$ cat config.mk
export PLATFORM = sky130hd
export DESIGN_NAME = evu_event_counter
export DESIGN_NICKNAME = d
export VERILOG_FILES = /design/src/rtl/evu_pkg.sv /design/src/rtl/evu_cnt_slice.sv /design/src/rtl/evu_event_counter.sv
export SDC_FILE = /design/constraint.sdc
export NUM_CORES = 1
export LEC_CHECK = 0
export BUFFER_PORTS_ARGS = -buffer_cell sky130_fd_sc_hd__buf_4
export CAP_MARGIN = 5
export CORE_AREA = 2 2 228 163
export CTS_BUF_LIST = sky130_fd_sc_hd__clkbuf_2 sky130_fd_sc_hd__clkbuf_4 sky130_fd_sc_hd__clkbuf_8
export CTS_CLUSTER_SIZE = 8
export DETAILED_ROUTE_END_ITERATION = 7
export DIE_AREA = 0 0 230 165
export PLACE_DENSITY = 0.79
export REMOVE_ABC_BUFFERS = 1
export SLEW_MARGIN = 10
export SYNTH_ARGS = -nofsm -noshare
export SYNTH_HDL_FRONTEND = slang
export SYNTH_HIERARCHICAL = 1
export SYNTH_SLANG_ARGS = --single-unit
$ cat constraint.sdc
create_clock -name clk_i -period 2.5 [get_ports clk_i]
set_input_delay 0.25 -clock clk_i [delete_from_list [all_inputs] [get_ports clk_i]]
set_output_delay 0.25 -clock clk_i [all_outputs]
set_load 0.01 [all_outputs]
$ cat src/rtl/evu_pkg.sv
// Shared definitions for the event counter: register map, privilege encoding, packed field types.
// Pure declarations; no logic, no latency, no backpressure.
package evu_pkg;

    localparam logic [3:0] EVU_ADDR_CTRL       = 4'h0;
    localparam logic [3:0] EVU_ADDR_PRIV_MASK  = 4'h1;
    localparam logic [3:0] EVU_ADDR_STATUS     = 4'h2;
    localparam logic [3:0] EVU_ADDR_COUNT0     = 4'h4;
    localparam logic [3:0] EVU_ADDR_THRESH0    = 4'h8;
    localparam logic [3:0] EVU_ADDR_ASID_MATCH = 4'hC;

    localparam logic [1:0] EVU_PRIV_INV = 2'b00;
    localparam logic [1:0] EVU_PRIV_M   = 2'b01;
    localparam logic [1:0] EVU_PRIV_S   = 2'b10;
    localparam logic [1:0] EVU_PRIV_U   = 2'b11;

    localparam int EVU_ASID_WIDTH = 16;

    typedef struct packed {
        logic [1:0]                priv;
        logic [EVU_ASID_WIDTH-1:0] asid;
    } evu_e_info_t;

    typedef struct packed {
        logic [3:0] irq_en;
        logic [3:0] en;
    } evu_ctrl_t;

    typedef struct packed {
        logic [3:0] ovf;
        logic [3:0] thr;
    } evu_status_t;

    // One-hot {U,S,M} select lining up with a line's 3-bit PRIV_MASK field; invalid priv selects nothing.
    function automatic logic [2:0] evu_priv_sel(input logic [1:0] priv);
        logic [2:0] sel;
        sel = 3'b000;
        case (priv)
            EVU_PRIV_M: sel = 3'b001;
            EVU_PRIV_S: sel = 3'b010;
            EVU_PRIV_U: sel = 3'b100;
            default:    sel = 3'b000;
        endcase
        return sel;
    endfunction

endpackage

$ cat src/rtl/evu_cnt_slice.sv
// One event counter with threshold register; software writes override a same-cycle increment.
// Counter updates on the edge after inc_i; thr/ovf set pulses are combinational; no backpressure.
module evu_cnt_slice #(
    parameter int CNT_WIDTH = 32
) (
    input  logic                 clk_i,
    input  logic                 rst_ni,
    input  logic                 inc_i,
    input  logic                 cnt_we_i,
    input  logic                 thr_we_i,
    input  logic [CNT_WIDTH-1:0] wdata_i,
    output logic [CNT_WIDTH-1:0] count_o,
    output logic [CNT_WIDTH-1:0] thresh_o,
    output logic                 thr_set_o,
    output logic                 ovf_set_o
);

    logic [CNT_WIDTH-1:0] count_q, count_d;
    logic [CNT_WIDTH-1:0] thresh_q, thresh_d;
    logic [CNT_WIDTH-1:0] count_inc;

    assign count_inc = count_q + CNT_WIDTH'(1);

    always_comb begin
        count_d   = count_q;
        thresh_d  = thresh_q;
        thr_set_o = 1'b0;
        ovf_set_o = 1'b0;
        // A dropped increment raises no flags either.
        if (cnt_we_i) begin
            count_d = wdata_i;
        end else if (inc_i) begin
            count_d   = count_inc;
            ovf_set_o = &count_q;
            thr_set_o = (thresh_q != '0) && (count_inc == thresh_q);
        end
        if (thr_we_i) begin
            thresh_d = wdata_i;
        end
    end

    always_ff @(posedge clk_i) begin
        if (!rst_ni) begin
            count_q  <= '0;
            thresh_q <= '0;
        end else begin
            count_q  <= count_d;
            thresh_q <= thresh_d;
        end
    end

    assign count_o  = count_q;
    assign thresh_o = thresh_q;

endmodule

$ cat src/rtl/evu_event_counter.sv
// Filters event lines by source/privilege (optional ASID via EVU_CNT_ASID_FILTER_EN) into per-line counters with threshold/overflow IRQ.
// Events count one edge after being registered, irq_o one edge after STATUS; no backpressure, every event is taken.
module evu_event_counter
    import evu_pkg::*;
#(
    parameter int   NUM_EVENTS = 4,
    parameter int   CNT_WIDTH  = 32,
    parameter int   ASID_WIDTH = 16,
    parameter logic SRC_ID     = 1'b0
) (
    input  logic                  clk_i,
    input  logic                  rst_ni,
    input  logic [NUM_EVENTS-1:0] e_id_i,
    input  logic [ASID_WIDTH+1:0] e_info_i,
    input  logic                  s_id_i,
    input  logic                  cfg_we_i,
    input  logic [3:0]            cfg_addr_i,
    input  logic [31:0]           cfg_wdata_i,
    output logic [31:0]           cfg_rdata_o,
    output logic                  irq_o
);

    localparam logic [3:0] LINE_MASK = 4'((1 << NUM_EVENTS) - 1);

    logic [NUM_EVENTS-1:0]   e_id_q;
    logic [ASID_WIDTH+1:0]   e_info_q;
    logic                    s_id_q;
    evu_ctrl_t               ctrl_q, ctrl_d;
    logic [3*NUM_EVENTS-1:0] priv_mask_q, priv_mask_d;
    evu_status_t             status_q, status_d;
    logic                    irq_q, irq_d;

    logic [NUM_EVENTS-1:0]   inc, thr_set, ovf_set;
    logic [CNT_WIDTH-1:0]    count  [NUM_EVENTS];
    logic [CNT_WIDTH-1:0]    thresh [NUM_EVENTS];
    logic [2:0]              priv_sel;
    logic                    src_ok, asid_ok;

    assign priv_sel = evu_priv_sel(e_info_q[ASID_WIDTH +: 2]);
    assign src_ok   = (s_id_q == SRC_ID);

`ifdef EVU_CNT_ASID_FILTER_EN
    logic                  asid_en_q;
    logic [ASID_WIDTH-1:0] asid_val_q;

    always_ff @(posedge clk_i) begin
        if (!rst_ni) begin
            asid_en_q  <= 1'b0;
            asid_val_q <= '0;
        end else if (cfg_we_i && cfg_addr_i == EVU_ADDR_ASID_MATCH) begin
            asid_en_q  <= cfg_wdata_i[31];
            asid_val_q <= cfg_wdata_i[ASID_WIDTH-1:0];
        end
    end

    assign asid_ok = !asid_en_q || (e_info_q[ASID_WIDTH-1:0] == asid_val_q);
`else
    logic unused_asid;
    assign unused_asid = ^e_info_q[ASID_WIDTH-1:0];
    assign asid_ok     = 1'b1;
`endif

    for (genvar g = 0; g < NUM_EVENTS; g++) begin : g_line
        localparam logic [3:0] CNT_ADDR = EVU_ADDR_COUNT0 + 4'(g);
        localparam logic [3:0] THR_ADDR = EVU_ADDR_THRESH0 + 4'(g);

        assign inc[g] = e_id_q[g] & ctrl_q.en[g] & src_ok & asid_ok
                      & (|(priv_mask_q[3*g +: 3] & priv_sel));

        evu_cnt_slice #(
            .CNT_WIDTH (CNT_WIDTH)
        ) u_slice (
            .clk_i     (clk_i),
            .rst_ni    (rst_ni),
            .inc_i     (inc[g]),
            .cnt_we_i  (cfg_we_i && cfg_addr_i == CNT_ADDR),
            .thr_we_i  (cfg_we_i && cfg_addr_i == THR_ADDR),
            .wdata_i   (cfg_wdata_i[CNT_WIDTH-1:0]),
            .count_o   (count[g]),
            .thresh_o  (thresh[g]),
            .thr_set_o (thr_set[g]),
            .ovf_set_o (ovf_set[g])
        );
    end

    always_comb begin
        ctrl_d      = ctrl_q;
        priv_mask_d = priv_mask_q;
        status_d    = status_q;
        if (cfg_we_i && cfg_addr_i == EVU_ADDR_CTRL) begin
            ctrl_d.en     = cfg_wdata_i[3:0] & LINE_MASK;
            ctrl_d.irq_en = cfg_wdata_i[7:4] & LINE_MASK;
        end
        if (cfg_we_i && cfg_addr_i == EVU_ADDR_PRIV_MASK) begin
            priv_mask_d = cfg_wdata_i[3*NUM_EVENTS-1:0];
        end
        if (cfg_we_i && cfg_addr_i == EVU_ADDR_STATUS) begin
            status_d.thr = status_d.thr & ~cfg_wdata_i[3:0];
            status_d.ovf = status_d.ovf & ~cfg_wdata_i[7:4];
        end
        // Hardware set lands after the clear so a coincident set wins.
        status_d.thr = status_d.thr | 4'(thr_set);
        status_d.ovf = status_d.ovf | 4'(ovf_set);
        irq_d        = |((status_q.thr | status_q.ovf) & ctrl_q.irq_en);
    end

    always_ff @(posedge clk_i) begin
        if (!rst_ni) begin
            e_id_q      <= '0;
            e_info_q    <= '0;
            s_id_q      <= 1'b0;
            ctrl_q      <= '0;
            priv_mask_q <= '0;
            status_q    <= '0;
            irq_q       <= 1'b0;
        end else begin
            e_id_q      <= e_id_i;
            e_info_q    <= e_info_i;
            s_id_q      <= s_id_i;
            ctrl_q      <= ctrl_d;
            priv_mask_q <= priv_mask_d;
            status_q    <= status_d;
            irq_q       <= irq_d;
        end
    end

    always_comb begin
        cfg_rdata_o = '0;
        case (cfg_addr_i)
            EVU_ADDR_CTRL:      cfg_rdata_o[7:0] = ctrl_q;
            EVU_ADDR_PRIV_MASK: cfg_rdata_o[3*NUM_EVENTS-1:0] = priv_mask_q;
            EVU_ADDR_STATUS:    cfg_rdata_o[7:0] = status_q;
`ifdef EVU_CNT_ASID_FILTER_EN
            EVU_ADDR_ASID_MATCH: begin
                cfg_rdata_o[31]             = asid_en_q;
                cfg_rdata_o[ASID_WIDTH-1:0] = asid_val_q;
            end
`endif
            default:            cfg_rdata_o = '0;
        endcase
        for (int i = 0; i < NUM_EVENTS; i++) begin
            if (cfg_addr_i == EVU_ADDR_COUNT0 + 4'(i)) cfg_rdata_o[CNT_WIDTH-1:0] = count[i];
            if (cfg_addr_i == EVU_ADDR_THRESH0 + 4'(i)) cfg_rdata_o[CNT_WIDTH-1:0] = thresh[i];
        end
    end

    assign irq_o = irq_q;

endmodule

==> results of run 1 <==
==> sequential cells by signal, summed over array words and instances, names as in the netlist <==
signal / flops
g_line.u_slice/count_o: 128
ctrl_q: 8
e_id_q: 4
priv_mask_q: 12
status_q: 8
e_info_q: 2
g_line.u_slice/thresh_o: 128
s_id_q: 1
irq_o: 1
==> area by class of cell <==
type	instances	share of cell area, %
flip-flops and latches	292	22.8
repair buffers	452	14.0
inverters	28	0.408
clock inverters	8	0.253
multi-input cells	2085	56.0
well taps	480	2.33
clock buffers	85	4.23
==> kinds of logic after synthesis <==
group,after synthesis,synth area share [%]
simple gates,1092,29.3
xor+xnor,284,11.9
flops,292,28.0
buf+inv,250,5.15
mux,200,9.69
compound gates,504,15.7
fa+ha+maj,4,0.240
==> layout by cell type, fill, tap and decap left out, drive strengths merged, types with 20 or more instances in the layout <==
master       instances
and2               121
a211oi              22
nand2b              41
nand3               89
nor2               123
nand4               92
o21a                20
nor4                68
xor2               124
o22ai               32
inv                 27
xnor2              160
dlygate4sd3         24
nor2b              158
mux2i              184
dfxtp              292
clkbuf              85
nor3                41
nand2              233
a21oi               86
and3                56
a22oi               21
a21boi              20
buf                428
o21ai              153
==> metrics by stage <==
stage / utilization, % / hold slack, ps
after floorplan: - / 368
after global placement: 66.7 / 458
after detailed placement: 66.7 / 462
after CTS: 71.6 / 0.705
after global routing: 72.4 / 8.72
final: 72.4 / 20.9
==> repair_timing <==
item	CTS	global route
hold endpoints to repair	28	0
gates resized for setup	33	61
setup buffers	23	6
hold buffers	24	0
gates cloned	1	0
setup endpoints to repair	8	39
pin swaps	41	39
==> power by group <==
| part | switching, mW | total (mW) | internal [mW] |
|---|---|---|---|
| combinational | 0.843 | 1.43 | 0.586 |
| clock | 2.20 | 5.03 | 2.84 |
| sequential | 0.0831 | 4.80 | 4.72 |
| total | 3.12 | 11.3 | 8.14 |
==> Yosys cell counts (29+ instances only) <==
library cell | instances | area share [%]
mux2i_1 | 184 | 8.8
nor2b_1 | 158 | 4.7
xnor2_1 | 160 | 6.7
nor3_1 | 37 | 0.89
clkbuf_1 | 121 | 2.2
nand3_1 | 84 | 2.0
a21oi_1 | 86 | 2.1
nor2_1 | 123 | 2.2
xor2_1 | 124 | 5.2
o22ai_1 | 32 | 0.96
buf_1 | 29 | 0.52
and2_1 | 121 | 3.6
nand2b_1 | 41 | 1.2
buf_2 | 61 | 1.5
and3_1 | 56 | 1.7
o21ai_0 | 153 | 3.7
dfxtp_1 | 292 | 28
nor4_1 | 64 | 1.9
nand2_1 | 233 | 4.2
nand4_1 | 88 | 2.6
==> how the worst max path moves through the flow <==
stage	endpoint	slack [ps]	cells past startpoint	from
after detailed placement	status_q[3]$_SDFF_PN0_	-320	12	e_info_q[16]$_SDFF_PN0_
after floorplan	status_q[0]$_SDFF_PN0_	-1200	10	cfg_addr_i[2]
final	status_q[3]$_SDFF_PN0_	-110	9	g_line[3].u_slice/count_o[7]$_SDFFE_PN0P_
after CTS	status_q[1]$_SDFF_PN0_	-140	12	e_info_q[16]$_SDFF_PN0_
after global routing	status_q[1]$_SDFF_PN0_	-240	12	e_info_q[16]$_SDFF_PN0_
after global placement	status_q[1]$_SDFF_PN0_	-300	12	e_info_q[16]$_SDFF_PN0_
==> worst max-delay path: cells and delay by family (launching register included) <==
family          cells  cell delay [ps]
compound gates      3              560
buf+inv             1              240
flops               1              450
mux                 1              270
simple gates        4             1000
==> routing by layer <==
metal  wire [um]  track usage (%)
met1       34700             59.2
met2       34600             63.6
met3       10000             9.77
met4        3440             16.7
met5          10                0
==> results.json, run 1 <==
{
  "syn-cell-area_sq_um": 20900,
  "reg2regPathDepth": 9,
  "place.gp.congestion": 1.05,
  "dpl.hpwl_mm": 60.9,
  "wl_mm": 82.8,
  "worst_slack_ps": -113,
  "portBuffers": 78,
  "syn_to_final_growth_pct": 23.4,
  "slew_headroom_pct": 43.2,
  "finalHoldViolCount": 0,
  "cts_tree": "done",
  "detail_route.wl_per_cell_um": 24.1,
  "drc": 1,
  "totalPowerFinal_mw": 11.3,
  "clock_latency_ps": 630,
  "die_w_um": 230,
  "critPathLaunchType": "flip-flop",
  "synthArstFlopShare_pct": 0,
  "grt_setup_unrepaired": "true",
  "status": "finished with violations",
  "p_per_area_nw_per_um2": 437,
  "synth_edf_count": 0,
  "reg2reg_to": "status_q[3]$_SDFF_PN0_",
  "grt_first_pass_wirelength_mm": 124,
  "critPathSlowestCell": "dfxtp_1",
  "clk_pin_slew_ps": 60,
  "start_util_pct": 58.7,
  "grt_pass1_vias": 20627,
  "synth_ff_type": "dfxtp_1",
  "finalCriticalPeriod_ps": 2610,
  "drive_above_1_share_pct": 22.0,
  "num_io_pins": 95,
  "crit_type": "reg -> reg",
  "grtUsageTotal_pct": 42.5,
  "clk_path_buf_depth": 3,
  "finalSetupViolations": 4,
  "cp-end-kind": "flip-flop",
  "placed_area_sq_um": 23700,
  "total_leakage_power_nw": 9.72,
  "cts.sinks": 292,
  "r2r_start": "g_line[3].u_slice/count_o[7]$_SDFFE_PN0P_",
  "synth_cell_type_count": 72,
  "finalCritPeriodShare_pct": 105,
  "core_area_sq_um": 35600,
  "crit_required_ps": 3020,
  "grt_max_degree": 92,
  "hold_end": "g_line[1].u_slice/thresh_o[14]$_SDFFE_PN0P_",
  "final_cell_area_sq_um": 25800,
  "viasPerCell": 6.44,
  "worst_path_most_repeated_cell": "nand4_1",
  "grt_remaining_overflow": 0,
  "vias": 22073,
  "cap_violations": 0,
  "path_cells": "nand4_1 > nor2_1 > nand4_1 > buf_4 > mux2_2 > o31ai_1 > o41ai_1 > and4b_1 > o21a_1",
  "critPathMaxStageDelay_ps": 450,
  "finalMaxSlewViolations": 0,
  "placed_cells": 3285,
  "arrival_ps": 3130,
  "worstMarginPinSlew_ps": 842,
  "worstPathMaxFanout": 6,
  "min_from": "cfg_wdata_i[14]",
  "min_path_type": "in -> reg",
  "ir_drop_v": 0.000562,
  "worst-r2r-setup-slack_ps": -110,
  "die_h_um": 165,
  "numCtsBuffers": 51,
  "initialDrtViolationCount": 3036,
  "max_freq_ghz": 0.383,
  "drtPass1Iterations": 8,
  "hold_path_depth": 3,
  "row_count": 58,
  "synth_area_per_cell_sq_um": 7.95,
  "syn_inst": 2626,
  "ys_seq_area_share_pct": 28.0,
  "cts_root_buf": "clkbuf_8",
  "setup-tns-final_ps": -236,
  "seq_area_sq_um": 5860,
  "fin_skew_ps": 23.1,
  "fill_cells": 2900,
  "dieArea_sq_um": 38000,
  "fin_nets": 2976,
  "synth_warnings": 6,
  "failed_checks": "DRC, setup timing",
  "ys_ff_latch": 292,
  "instances_no_fill": 3430,
  "h-tree-depth": 2,
  "place_ws_ps": -318,
  "grt_antenna_before_repair": 2,
  "detail-route-antenna-nets": 0,
  "multi_input_comb_area_sq_um": 14400,
  "diodes": 0
}
Power figures use the tool's default switching activity.
==> run 2, diff against run 1 <==
--- a/config.mk
+++ b/config.mk
@@ -5,15 +5,16 @@
 export SDC_FILE = /design/constraint.sdc
 export NUM_CORES = 1
 export LEC_CHECK = 0
-export BUFFER_PORTS_ARGS = -buffer_cell sky130_fd_sc_hd__buf_4
 export CAP_MARGIN = 5
-export CORE_AREA = 2 2 228 163
+export CORE_AREA = 2 2 226 162
 export CTS_BUF_LIST = sky130_fd_sc_hd__clkbuf_2 sky130_fd_sc_hd__clkbuf_4 sky130_fd_sc_hd__clkbuf_8
 export CTS_CLUSTER_SIZE = 8
 export DETAILED_ROUTE_END_ITERATION = 7
-export DIE_AREA = 0 0 230 165
-export PLACE_DENSITY = 0.79
+export DIE_AREA = 0 0 228 164
+export DONT_BUFFER_PORTS = 1
+export PLACE_DENSITY = 0.78
 export REMOVE_ABC_BUFFERS = 1
+export SETUP_SLACK_MARGIN = 0.02
 export SLEW_MARGIN = 10
 export SYNTH_ARGS = -nofsm -noshare
 export SYNTH_HDL_FRONTEND = slang
==> results.json, run 2 (same netlist as run 1, synthesis figures left out) <==
{
  "core_area_sq_um": 35300,
  "portBuffers": 0,
  "detail-route-antenna-nets": 0,
  "drive_above_1_share_pct": 18.2,
  "finalMaxSlewViolations": 0,
  "start_util_pct": 59.2,
  "crit_type": "reg -> reg",
  "min_path_type": "in -> reg",
  "initialDrtViolationCount": 3129,
  "place_ws_ps": -557,
  "p_seq_share_pct": 43.5,
  "arrival_ps": 3430,
  "clk_path_buf_depth": 3,
  "failed_checks": "setup timing",
  "grt_max_degree": 199,
  "finalHoldViolCount": 0,
  "sw_frac_of_total_pct": 27.6,
  "power_frac_comb_pct": 11.6,
  "layout_common_cells": "buf_4 (294), dfxtp_1 (285), nand2_1 (227)",
  "critPathLaunchType": "flip-flop",
  "status": "finished with violations",
  "p_int_mw": 8.00,
  "numCtsBuffers": 51,
  "grt_antenna_before_repair": 7,
  "worst_slack_ps": -372,
  "row_count": 58,
  "final_common_cell": "buf_4",
  "wl_mm": 87.8,
  "cts_tree": "done",
  "worstMarginPinSlew_ps": 1000,
  "grt_setup_unrepaired": "true",
  "vias": 22497,
  "fin_nets": 2948,
  "max_freq_ghz": 0.348,
  "detail_route.wl_per_cell_um": 25.8,
  "die_w_um": 228,
  "placed_area_sq_um": 22800,
  "totalPowerFinal_mw": 11.0,
  "clock_latency_ps": 640,
  "place.gp.congestion": 1.01,
  "finalSetupViolations": 17,
  "finalCritPeriodShare_pct": 115,
  "cp-end-kind": "flip-flop",
  "crit_required_ps": 3050,
  "worstPathMaxFanout": 4,
  "ir_drop_v": 0.000556,
  "h-tree-depth": 2,
  "setup-tns-final_ps": -1430,
  "grtUsageTotal_pct": 44.4,
  "finalCriticalPeriod_ps": 2870,
  "p_per_area_nw_per_um2": 427,
  "grt_remaining_overflow": 0,
  "dpl.hpwl_mm": 59.1,
  "drtPass1Iterations": 6,
  "worst-r2r-setup-slack_ps": -370,
  "die_h_um": 164,
  "num_io_pins": 95,
  "viasPerCell": 6.60,
  "hold_ws_ps": 73.1,
  "fin_skew_ps": 35.7,
  "drc": 0,
  "clk_pin_slew_ps": 60,
  "cts.sinks": 292,
  "cts_root_buf": "clkbuf_8",
  "grt_pass1_vias": 20840,
  "power_switching_mw": 3.04,
  "total_leakage_power_nw": 9.78,
  "power_frac_clock_pct": 44.9,
  "cap_violations": 0,
  "grt_first_pass_wirelength_mm": 127,
  "final_cell_area_sq_um": 25800,
  "syn_to_final_growth_pct": 23.8,
  "slew_headroom_pct": 32.7,
  "dieArea_sq_um": 37400
}
run 2: cell types whose count changed in the layout (fill, tap and decap cells not counted), sizes merged:
cell,delta
clkinv,-2
dlygate4sd3,+86
buf,-119
dlymetal6s4s,+2
diode,+9
clkbuf,+3
run 2: worst paths after layout:
| path | depth (start not counted) | end | startpoint |
|---|---|---|---|
| setup / recovery | 12 | status_q[3]$_SDFF_PN0_ | e_info_q[16]$_SDFF_PN0_ |
| hold / removal | 2 | status_q[2]$_SDFF_PN0_ | cfg_wdata_i[2] |
| setup reg to reg | 12 | status_q[3]$_SDFF_PN0_ | e_info_q[16]$_SDFF_PN0_ |
| hold reg to reg | 2 | priv_mask_q[3]$_SDFFE_PN0P_ | priv_mask_q[3]$_SDFFE_PN0P_ |
run 2: stage by stage:
step	std cells	util (%)
floorplan	2404	-
finish	3409	73.3
global placement	3170	64.7
detailed placement	3170	64.7
global route	3405	73.3
CTS	3393	72.2
run 2: final cells by class:
class / count / area [sq um]
tap: 480 / 601
clock inverter: 6 / 55.1
sequential: 292 / 5850
fill: 2747 / 9420
inverter: 28 / 105
antenna: 9 / 22.5
clock buffer: 85 / 1060
multi-input combinational: 2085 / 14500
timing repair buffer: 424 / 3690
run 2: routing by layer:
metal,vias to the layer above,share of wire [%],track usage [%]
met5,-,0.013,0
met1,10740,41,59.8
met3,317,13,11.8
met2,1570,41,66.7
met4,2,5.3,20.1
li1,9868,-,-
run 2: timing repair:
item	4_1_cts	5_1_grt
gates cloned	0	4
endpoints found under the setup margin	14	58
buffers inserted	19	9
pin swaps	31	48
gates resized for setup	43	72
hold endpoints to repair	291	3
hold buffers	113	1
run 2: critical path: stages (launching register included):
cell and delay [ps]:
dfxtp_2 320, buf_6 120, mux2_4 190, a22oi_2 50, nor3_2 240, inv_1 140
nor4_2 340, nand4_1 180, nor4_2 170, nand4_1 320, a2111oi_4 340, and4b_1 240
o21a_1 120
run 2: power by group through the flow:
stage / Combinational (mW) / Clock [mW] / Sequential [mW]
2_1_floorplan: 0.577 / 0 / 4.91
3_3_place_gp: 0.955 / 0 / 4.90
3_5_place_dp: 0.970 / 0 / 4.90
4_1_cts: 1.21 / 4.92 / 4.80
5_1_grt: 1.33 / 5.12 / 4.81
6_report: 1.28 / 4.96 / 4.81
